===== config.mk =====
export PLATFORM = sky130hd
export DESIGN_NAME = ras_circ
export DESIGN_NICKNAME = d
export VERILOG_FILES = /design/src/rtl/bp_pkg.sv /design/src/rtl/ras_circ.sv
export SDC_FILE = /design/constraint.sdc
export NUM_CORES = 2
export LEC_CHECK = 0
export CAP_MARGIN = 20
export CELL_PAD_IN_SITES_DETAIL_PLACEMENT = 2
export CELL_PAD_IN_SITES_GLOBAL_PLACEMENT = 2
export CORE_ASPECT_RATIO = 0.75
export CORE_MARGIN = 10
export CORE_UTILIZATION = 30
export DETAILED_ROUTE_END_ITERATION = 16
export DONT_BUFFER_PORTS = 1
export PLACE_DENSITY_LB_ADDON = 0.2
export SETUP_SLACK_MARGIN = 0.3
export SLEW_MARGIN = 15
export SYNTH_ARGS = -nofsm -noshare
export SYNTH_HDL_FRONTEND = slang
export SYNTH_SLANG_ARGS = --single-unit

===== constraint.sdc =====
create_clock -name clk_i -period 4 [get_ports clk_i]
set_input_delay 1.2 -clock clk_i [delete_from_list [all_inputs] [get_ports clk_i]]
set_output_delay 1.2 -clock clk_i [all_outputs]
set_load 0.02 [all_outputs]

===== src/rtl/bp_pkg.sv =====
// Branch-predictor shared types and helpers.
// Holds the return address stack (RAS) defaults, the checkpoint payload carried by
// the IFU redirect queue, and saturating counter helpers.
package bp_pkg;

   localparam int unsigned RAS_DEPTH     = 8;
   localparam int unsigned RAS_CNT_WIDTH = 2;
   localparam int unsigned RAS_PTR_W     = $clog2(RAS_DEPTH);
   localparam int unsigned RAS_OCC_W     = $clog2(RAS_DEPTH + 1);

   // Pointer/occupancy snapshot taken at prediction time, replayed on redirect
   typedef struct packed {
      logic [RAS_PTR_W-1:0] ptr;
      logic [RAS_OCC_W-1:0] occ;
   } ras_ckpt_t;

   // Counter helpers on an 8-bit carrier; callers zero-extend and truncate
   function automatic logic [7:0] sat_inc(input logic [7:0] v, input logic [7:0] max_v);
      return (v >= max_v) ? v : v + 8'd1;
   endfunction

   function automatic logic [7:0] sat_dec(input logic [7:0] v);
      return (v == 8'd0) ? v : v - 8'd1;
   endfunction

endpackage


===== src/rtl/ras_circ.sv =====
// Circular return address stack with recursion compression and checkpoint restore.
// Ports:
//   clk_i, rst_ni           clock, async active-low reset
//   bp_flush_i              synchronous clear of the whole stack
//   ras_push_i/ras_data_i   call: push return address
//   ras_pop_i               return: pop top
//   ras_restore_i/_ptr_i/_occ_i  reload pointer and occupancy from a checkpoint
//   ras_data_vld_o, ras_data_o   top-of-stack valid and value
//   ras_ckpt_ptr_o/_occ_o   current pointer/occupancy for snapshotting
//   ras_full_o, ras_ovf_o   stack full, one-cycle overwrite pulse
module ras_circ
   import bp_pkg::*;
#(
   parameter int unsigned DATA_WIDTH = 64,
   parameter int unsigned DATA_DEPTH = RAS_DEPTH,
   parameter int unsigned CNT_WIDTH  = RAS_CNT_WIDTH,
   localparam int unsigned PTR_W     = $clog2(DATA_DEPTH),
   localparam int unsigned OCC_W     = $clog2(DATA_DEPTH + 1)
) (
   input  logic                  clk_i,
   input  logic                  rst_ni,
   input  logic                  bp_flush_i,
   input  logic                  ras_push_i,
   input  logic                  ras_pop_i,
   input  logic [DATA_WIDTH-1:0] ras_data_i,
   input  logic                  ras_restore_i,
   input  logic [PTR_W-1:0]      ras_restore_ptr_i,
   input  logic [OCC_W-1:0]      ras_restore_occ_i,
   output logic                  ras_data_vld_o,
   output logic [DATA_WIDTH-1:0] ras_data_o,
   output logic [PTR_W-1:0]      ras_ckpt_ptr_o,
   output logic [OCC_W-1:0]      ras_ckpt_occ_o,
   output logic                  ras_full_o,
   output logic                  ras_ovf_o
);

   localparam logic [PTR_W-1:0]     TOS_RST = PTR_W'(DATA_DEPTH - 1);
   localparam logic [OCC_W-1:0]     OCC_MAX = OCC_W'(DATA_DEPTH);
   localparam logic [CNT_WIDTH-1:0] CNT_MAX = '1;

   logic [DATA_WIDTH-1:0] mem_q [DATA_DEPTH];
   logic [DATA_WIDTH-1:0] mem_d [DATA_DEPTH];
   logic [CNT_WIDTH-1:0]  cnt_q [DATA_DEPTH];
   logic [CNT_WIDTH-1:0]  cnt_d [DATA_DEPTH];
   logic [PTR_W-1:0]      tos_q, tos_d;
   logic [OCC_W-1:0]      occ_q, occ_d;
   logic                  ovf_q, ovf_d;
   logic [DATA_WIDTH-1:0] data_q, data_d;
   logic                  vld_q, vld_d;
   logic                  full_q, full_d;

   logic [PTR_W-1:0] tos_inc, tos_dec;
   logic             empty, is_full, compress;

   assign tos_inc  = PTR_W'(tos_q + PTR_W'(1));
   assign tos_dec  = PTR_W'(tos_q - PTR_W'(1));
   assign empty    = (occ_q == '0);
   assign is_full  = (occ_q == OCC_MAX);
   // Repeated call to the same return address folds into the top entry's counter
   assign compress = !empty && (ras_data_i == mem_q[tos_q]) && (cnt_q[tos_q] != CNT_MAX);

   // Next-state: flush > restore > push/pop
   always_comb begin
      mem_d = mem_q;
      cnt_d = cnt_q;
      tos_d = tos_q;
      occ_d = occ_q;
      ovf_d = 1'b0;

      if (bp_flush_i) begin
         for (int unsigned i = 0; i < DATA_DEPTH; i++) begin
            mem_d[i] = '0;
            cnt_d[i] = '0;
         end
         tos_d = TOS_RST;
         occ_d = '0;
      end else if (ras_restore_i) begin
         for (int unsigned i = 0; i < DATA_DEPTH; i++) cnt_d[i] = '0;
         tos_d = ras_restore_ptr_i;
         occ_d = (ras_restore_occ_i > OCC_MAX) ? OCC_MAX : ras_restore_occ_i;
      end else if (ras_push_i && ras_pop_i && !empty) begin
         // Return then call: replace top in place
         mem_d[tos_q] = ras_data_i;
         cnt_d[tos_q] = '0;
      end else if (ras_push_i) begin
         if (compress) begin
            cnt_d[tos_q] = CNT_WIDTH'(sat_inc(8'(cnt_q[tos_q]), 8'(CNT_MAX)));
         end else begin
            tos_d          = tos_inc;
            mem_d[tos_inc] = ras_data_i;
            cnt_d[tos_inc] = '0;
            if (is_full) ovf_d = 1'b1;
            else         occ_d = OCC_W'(occ_q + OCC_W'(1));
         end
      end else if (ras_pop_i && !empty) begin
         if (cnt_q[tos_q] != '0) begin
            cnt_d[tos_q] = CNT_WIDTH'(sat_dec(8'(cnt_q[tos_q])));
         end else begin
            tos_d = tos_dec;
            occ_d = OCC_W'(occ_q - OCC_W'(1));
         end
      end

      data_d = mem_d[tos_d];
      vld_d  = (occ_d != '0);
      full_d = (occ_d == OCC_MAX);
   end

   // State and output registers
   always_ff @(posedge clk_i or negedge rst_ni) begin
      if (!rst_ni) begin
         for (int unsigned i = 0; i < DATA_DEPTH; i++) begin
            mem_q[i] <= '0;
            cnt_q[i] <= '0;
         end
         tos_q  <= TOS_RST;
         occ_q  <= '0;
         ovf_q  <= 1'b0;
         data_q <= '0;
         vld_q  <= 1'b0;
         full_q <= 1'b0;
      end else begin
         mem_q  <= mem_d;
         cnt_q  <= cnt_d;
         tos_q  <= tos_d;
         occ_q  <= occ_d;
         ovf_q  <= ovf_d;
         data_q <= data_d;
         vld_q  <= vld_d;
         full_q <= full_d;
      end
   end

   assign ras_data_vld_o = vld_q;
   assign ras_data_o     = data_q;
   assign ras_ckpt_ptr_o = tos_q;
   assign ras_ckpt_occ_o = occ_q;
   assign ras_full_o     = full_q;
   assign ras_ovf_o      = ovf_q;

endmodule


# After elaboration in Yosys (flattened, before gate mapping)
# Index checks and enable logic that the tools add are counted.
# W data, S select, Z words.
[classes] add_sub_neg=6 mul=0 div_mod_pow=0 order_cmp=7 n_eq_ne=4 n_shift=0 mux=57 n_bitwise=7 n_reduce_logical=15
[op_table] operator="$mux W512" n=5
[op_table] operator="$bwmux W512" n=2
[op_table] operator="$bmux W64 S3" n=2
[op_table] operator="$demux W64 S3" n=2
[op_table] operator="$mux W64" n=6
[op_table] operator="$mux W16" n=7
[op_table] operator="$eq A64 B64 Y1" n=1
[op_table] operator="$mux W4" n=9
[op_table] operator="$and A16 B16 Y16" n=2
[op_table] operator="$bwmux W16" n=2
[op_table] operator="$not A16 Y16" n=2
[op_table] operator="$mux W3" n=7
[op_table] operator="$demux W2 S3" n=2
[op_table] operator="$ge A4 B4 Y1 const B" n=3
[op_table] operator="$mux W2" n=6
[op_table] operator="$not A3 Y4" n=3
[op_table] operator="$reduce_bool A5 Y1" n=2
[op_table] operator="$eq A4 B4 Y1 const B" n=2
[op_table] operator="$lt A4 B1 Y1 const B" n=2
[op_table] operator="$logic_and A1 B1 Y1" n=7
[op_table] operator="$bmux W2 S3" n=1
[op_table] operator="$mux W1" n=6
[op_table] operator="$add A4 B1 Y4 const B" n=1
[op_table] operator="$gt A4 B4 Y1 const B" n=1
[op_table] operator="13 further kinds" n=13
[totals] register_bits=602 latch_bits=0 mem_bits_rw=0 mem_bits_ro=0 mem_count=0

# Longest topological paths before layout
[logic_depth] word_depth=16 mapped_depth=22 ltp_nobuf=14

# Worst setup path before layout
# OpenSTA, ideal clock, no wires.
[synth_timing] path_kind="register to register" start="reg tos_q[0] (netlist: ras_ckpt_ptr_o[0])" end="reg data_q[52] (netlist: ras_data_o[52])" arrival_ns=4.329 required_time_ns=3.863 path_slack_ns=-0.466 path_stages_with_launch=19 synth_period_minus_slack_ns=4.466 cell_sequence="dfstp_2 buf_6 buf_6 buf_6 buf_4 mux4_2 mux2i_1 nor2_1 a2111oi_2 nand4b_1 nor4_1 nand3_1 buf_4 mux2i_1 o211ai_1 nand3_2 clkbuf_1 o32ai_1 a221oi_2"
[synth_via] elab_chain_cells=16
[synth_lines] element="from (decl)" line_no="ras_circ.sv:45" text="logic [PTR_W-1:0] tos_q, tos_d;"
[synth_lines] element="from (signal assigned)" line_no="ras_circ.sv:125" text="tos_q <= tos_d;"
[synth_lines] element="branches (longest 13 deep; another with $ge A4 B4 Y1)"
[synth_lines] element="$bmux W64 S3 *" line_no="ras_circ.sv:104" text="data_d = mem_d[tos_d];"
[synth_lines] element="$mux W64 (not written as such) * (2 in series)" line_no="ras_circ.sv:104"
[synth_lines] element="named net data_d[52]" line_no="ras_circ.sv:48" text="logic [DATA_WIDTH-1:0] data_q, data_d;"
[synth_lines] element="to (signal assigned)" line_no="ras_circ.sv:128" text="data_q <= data_d;"
[synth_lines] element="to (decl)" line_no="ras_circ.sv:48"
# Mark *: on every way through the listed nets, which the timed path passes. The select of a mux whose other input is x is not followed.
# A chain may end at the register's enable or synchronous reset.

# Worst setup path in the final report
[layout_timing] start="reg tos_q[0] (netlist: ras_ckpt_ptr_o[0])" end="reg data_q[59] (netlist: ras_data_o[59])"
# Same word-level chain as after synthesis.

==> reports/summary.txt <==
Status -> finished, violations left
Failing checks -> setup timing
Ys flop type -> dfrtp_1
Die Wd -> 427 µm
Sink Count -> 602
Sum Neg Setup Slack -> -439.78 ns
Synth Instances -> 4077
Die area -> 0.139 mm²
Worst-path maximum fanout -> 18
Clk slew on worst S/H paths -> 0.06 ns
Vias per inst -> 6.10
First-pass GRT wire length -> 301000 µm
Area leader, netlist -> dfrtp_1
Fin. Hold Viols -> 0
Switching share of power -> 34.4%
Final Cycle Share -> 132%
Reg power frac -> 34.8%
Syn_nets -> 4158
Min Tclk post-route -> 5.28 ns
CORE AREA -> 0.123 mm²
Synth unique cells -> 83
Gr ovfl total -> 0
Synth Warn # -> 0
Worst EP arrival -> 5.94 ns
Synth Cell Area -> 0.0372 mm²
R2r setup slk -> -1.28 ns
Storage element area -> 0.0151 mm²
Post-synth ARST share -> 100%
Routed wire length -> 222000 µm
Crit start category -> flip-flop
Area grow syn2layout -> 42.3%
Iter 0 DRT Violations -> 3526
Max VDD drop -> 0.328 mV
RSZ-0062 raised after global routing -> yes
Worst setup margin -> -1.28 ns
H-tree depth -> 3
Critical path start-end classification -> reg2reg
Min Hold Slack -> 0.506 ns
DP Area -> 0.0449 mm²
Layout fillers -> 12700
Nets -> 4745
Clock root buffer -> clkbuf_16
I/O pin count -> 151
Post-DRT Antenna Nets -> 0
Max Cap Viol -> 0
Total Power -> 0.0195 W
Initial antenna violation count -> 3
Top post-synthesis cells by area -> dfrtp_1 40%, mux2i_1 11%, nand2_1 6.7%
GPL Wtd Cong -> 0.869
Final setup skew -> 0.0406 ns
CP endpoint kind -> flip-flop
Row cnt -> 111
Hold-fix buffers, CTS -> 0
DPL Wire Length -> 131000 µm
Clock share of power -> 36.7%
Vert. Die Dim -> 325 µm
Final max-slew violation count -> 0
Share of cells above drive strength 1 -> 34.4%
Vias in the first global route -> 40500
Post-Syn Area per Cell -> 9.13 µm²
Finish-stage setup viols -> 602
Setup WS pre-CTS -> -1.66 ns
DR WL/cell -> 34.9 µm
Leak Pwr -> 23.3 nW
Fmax -> 0.189 GHz
Max transition margin -> 25.0%
Power per cell area -> 368 mW/mm²
TritonCTS clock tree -> built
Worst-Margin Slew -> 1.12 ns
Worst Path Required -> 4.66 ns
Internal Power -> 0.0128 W
First drt pass iteration count -> 5
Synth top area share -> 40.3%
Pin count of the biggest net entering global routing -> 656
CTS Buffer Depth -> 3
Clock Latency Late Sink -> 0.72 ns
EDFF count, synth -> 0
Via count -> 38800
Footprint of the multi-input gates -> 0.0226 mm²
Type of the worst min-delay path -> in2async
CTS buffer count -> 75
Fin area -> 0.0530 mm²
Seq/Total Area, Yosys -> 40.5%
Logic pwr share -> 28.5%
DRC -> 0
Switch Pwr -> 0.00669 W
Initial core utilization -> 30.3%
Overall Global Routing Usage -> 29.0%
Post-synthesis register bit count -> 602
IO buf count -> 0
## power by group through the flow
stage | logic, W | registers, W | clock network, W
3_5_place_dp | 0.00408 | 0.00689 | 0
3_3_place_gp | 0.00401 | 0.00690 | 0
2_1_floorplan | 0.00213 | 0.00673 | 0
6_report | 0.00555 | 0.00678 | 0.00714
5_1_grt | 0.00571 | 0.00681 | 0.00747
4_1_cts | 0.00472 | 0.00678 | 0.00725
## flip-flops by register name, indices dropped and copies added, names as in the netlist
name	count
ras_ckpt_occ_o	4
ras_ckpt_ptr_o	3
ras_ovf_o	1
ras_data_vld_o	1
mem_q	512
cnt_q	16
ras_full_o	1
ras_data_o	64
## repair_timing
item                       CTS  global route
cloned                      22            21
setup endpoints to repair  602           602
setup buffers               67            55
pin swaps                   78            77
resized for setup          308           295
## routing by layer
metal | global-route usage [%] | share of wire [%]
met4 | 9.00 | 4.8
met3 | 5.64 | 8.2
met2 | 44.9 | 44
met5 | 0 | 0.0090
met1 | 40.3 | 43
## placed cells by master (no fill, tap or decap), types with 25 or more instances in the layout
master and n:
buf_4 665, nand2_1 615, dfrtp_1 599, mux2i_1 357
nor2_1 299, nor2b_1 243, a21oi_1 149, buf_12 145
a31oi_1 130, o31ai_1 119, clkbuf_16 94, nor3_1 90
inv_1 77, a21oi_2 76, mux4_2 67, a22o_1 60
a221oi_2 59, buf_6 53, or3_1 52, nand2_2 41
buf_16 41, mux2_2 39, o32ai_2 36, a22oi_1 34
o221ai_2 31, mux2i_2 30, nand3_1 29, o221ai_4 25
## cells in the mapped netlist, drive strengths merged, types with 67 or more instances
cell type    n
buf        178
o31ai      121
nor2       308
or3         70
dfrtp      599
clkbuf     257
mux2i      393
a31oi      133
mux4        67
nand2      664
inv         79
nor2b      245
nor3       102
a21oi      231
## metrics by stage
step	utilization, %	instances
2_1_floorplan	-	4077
3_3_place_gp	36.6	6053
3_5_place_dp	36.6	6053
4_1_cts	41.1	6272
5_1_grt	43.2	6355
6_report	43.2	6356
## cell type report
| class | instances | share of cell area [%] |
|---|---|---|
| timing repair buffer | 945 | 19.8 |
| antenna | 1 | 0.00472 |
| tap | 1638 | 3.87 |
| inverter | 81 | 0.598 |
| multi-input combinational | 2959 | 42.7 |
| clock inverter | 16 | 0.378 |
| clock buffer | 114 | 4.20 |
| sequential | 602 | 28.5 |
## kinds of logic (layout without fill, tap and decap cells)
logic type | count (synthesis) | after routing | synth area share, %
AOI/OAI and AO/OA | 900 | 900 | 17.4
xor gates and xnor gates | 44 | 44 | 1.04
adders and majority gates | 4 | 4 | 0.134
buffers and inverters | 516 | 1156 | 6.45
DFF | 602 | 602 | 40.5
muxes | 502 | 502 | 15.9
other | 0 | 1 | 0
and+or+nand+nor | 1509 | 1509 | 18.6
## path summary, 6_finish.rpt
kind	endpoint	cells past startpoint	start
worst min register to register	mem_q[331]	2	mem_q[331]
min in group clk_i	mem_q[331]	2	mem_q[331]
max in group asynchronous	mem_q[358]	3	rst_ni
worst max register to register	ras_data_o[59]	18	ras_ckpt_ptr_o[0]
worst min-delay path	ras_ovf_o	1	rst_ni
worst max-delay path	ras_data_o[59]	18	ras_ckpt_ptr_o[0]
## critical path, stage by stage (launching register included)
cell      delay (ns)
dfstp_4         0.72
buf_6           0.15
buf_12          0.12
buf_16          0.13
buf_12          0.13
mux4_2          0.51
mux2i_2         0.24
xnor2_2         0.22
nor3_1          0.70
nand4_1         0.23
nor4_2          0.31
buf_4           0.18
a311oi_4        0.21
buf_12          0.29
mux2i_1         0.17
mux2i_1         0.34
o32ai_2         0.19
a221oi_2        0.21
buf_4           0.14
Note: power is estimated with default switching activity, not from simulation.
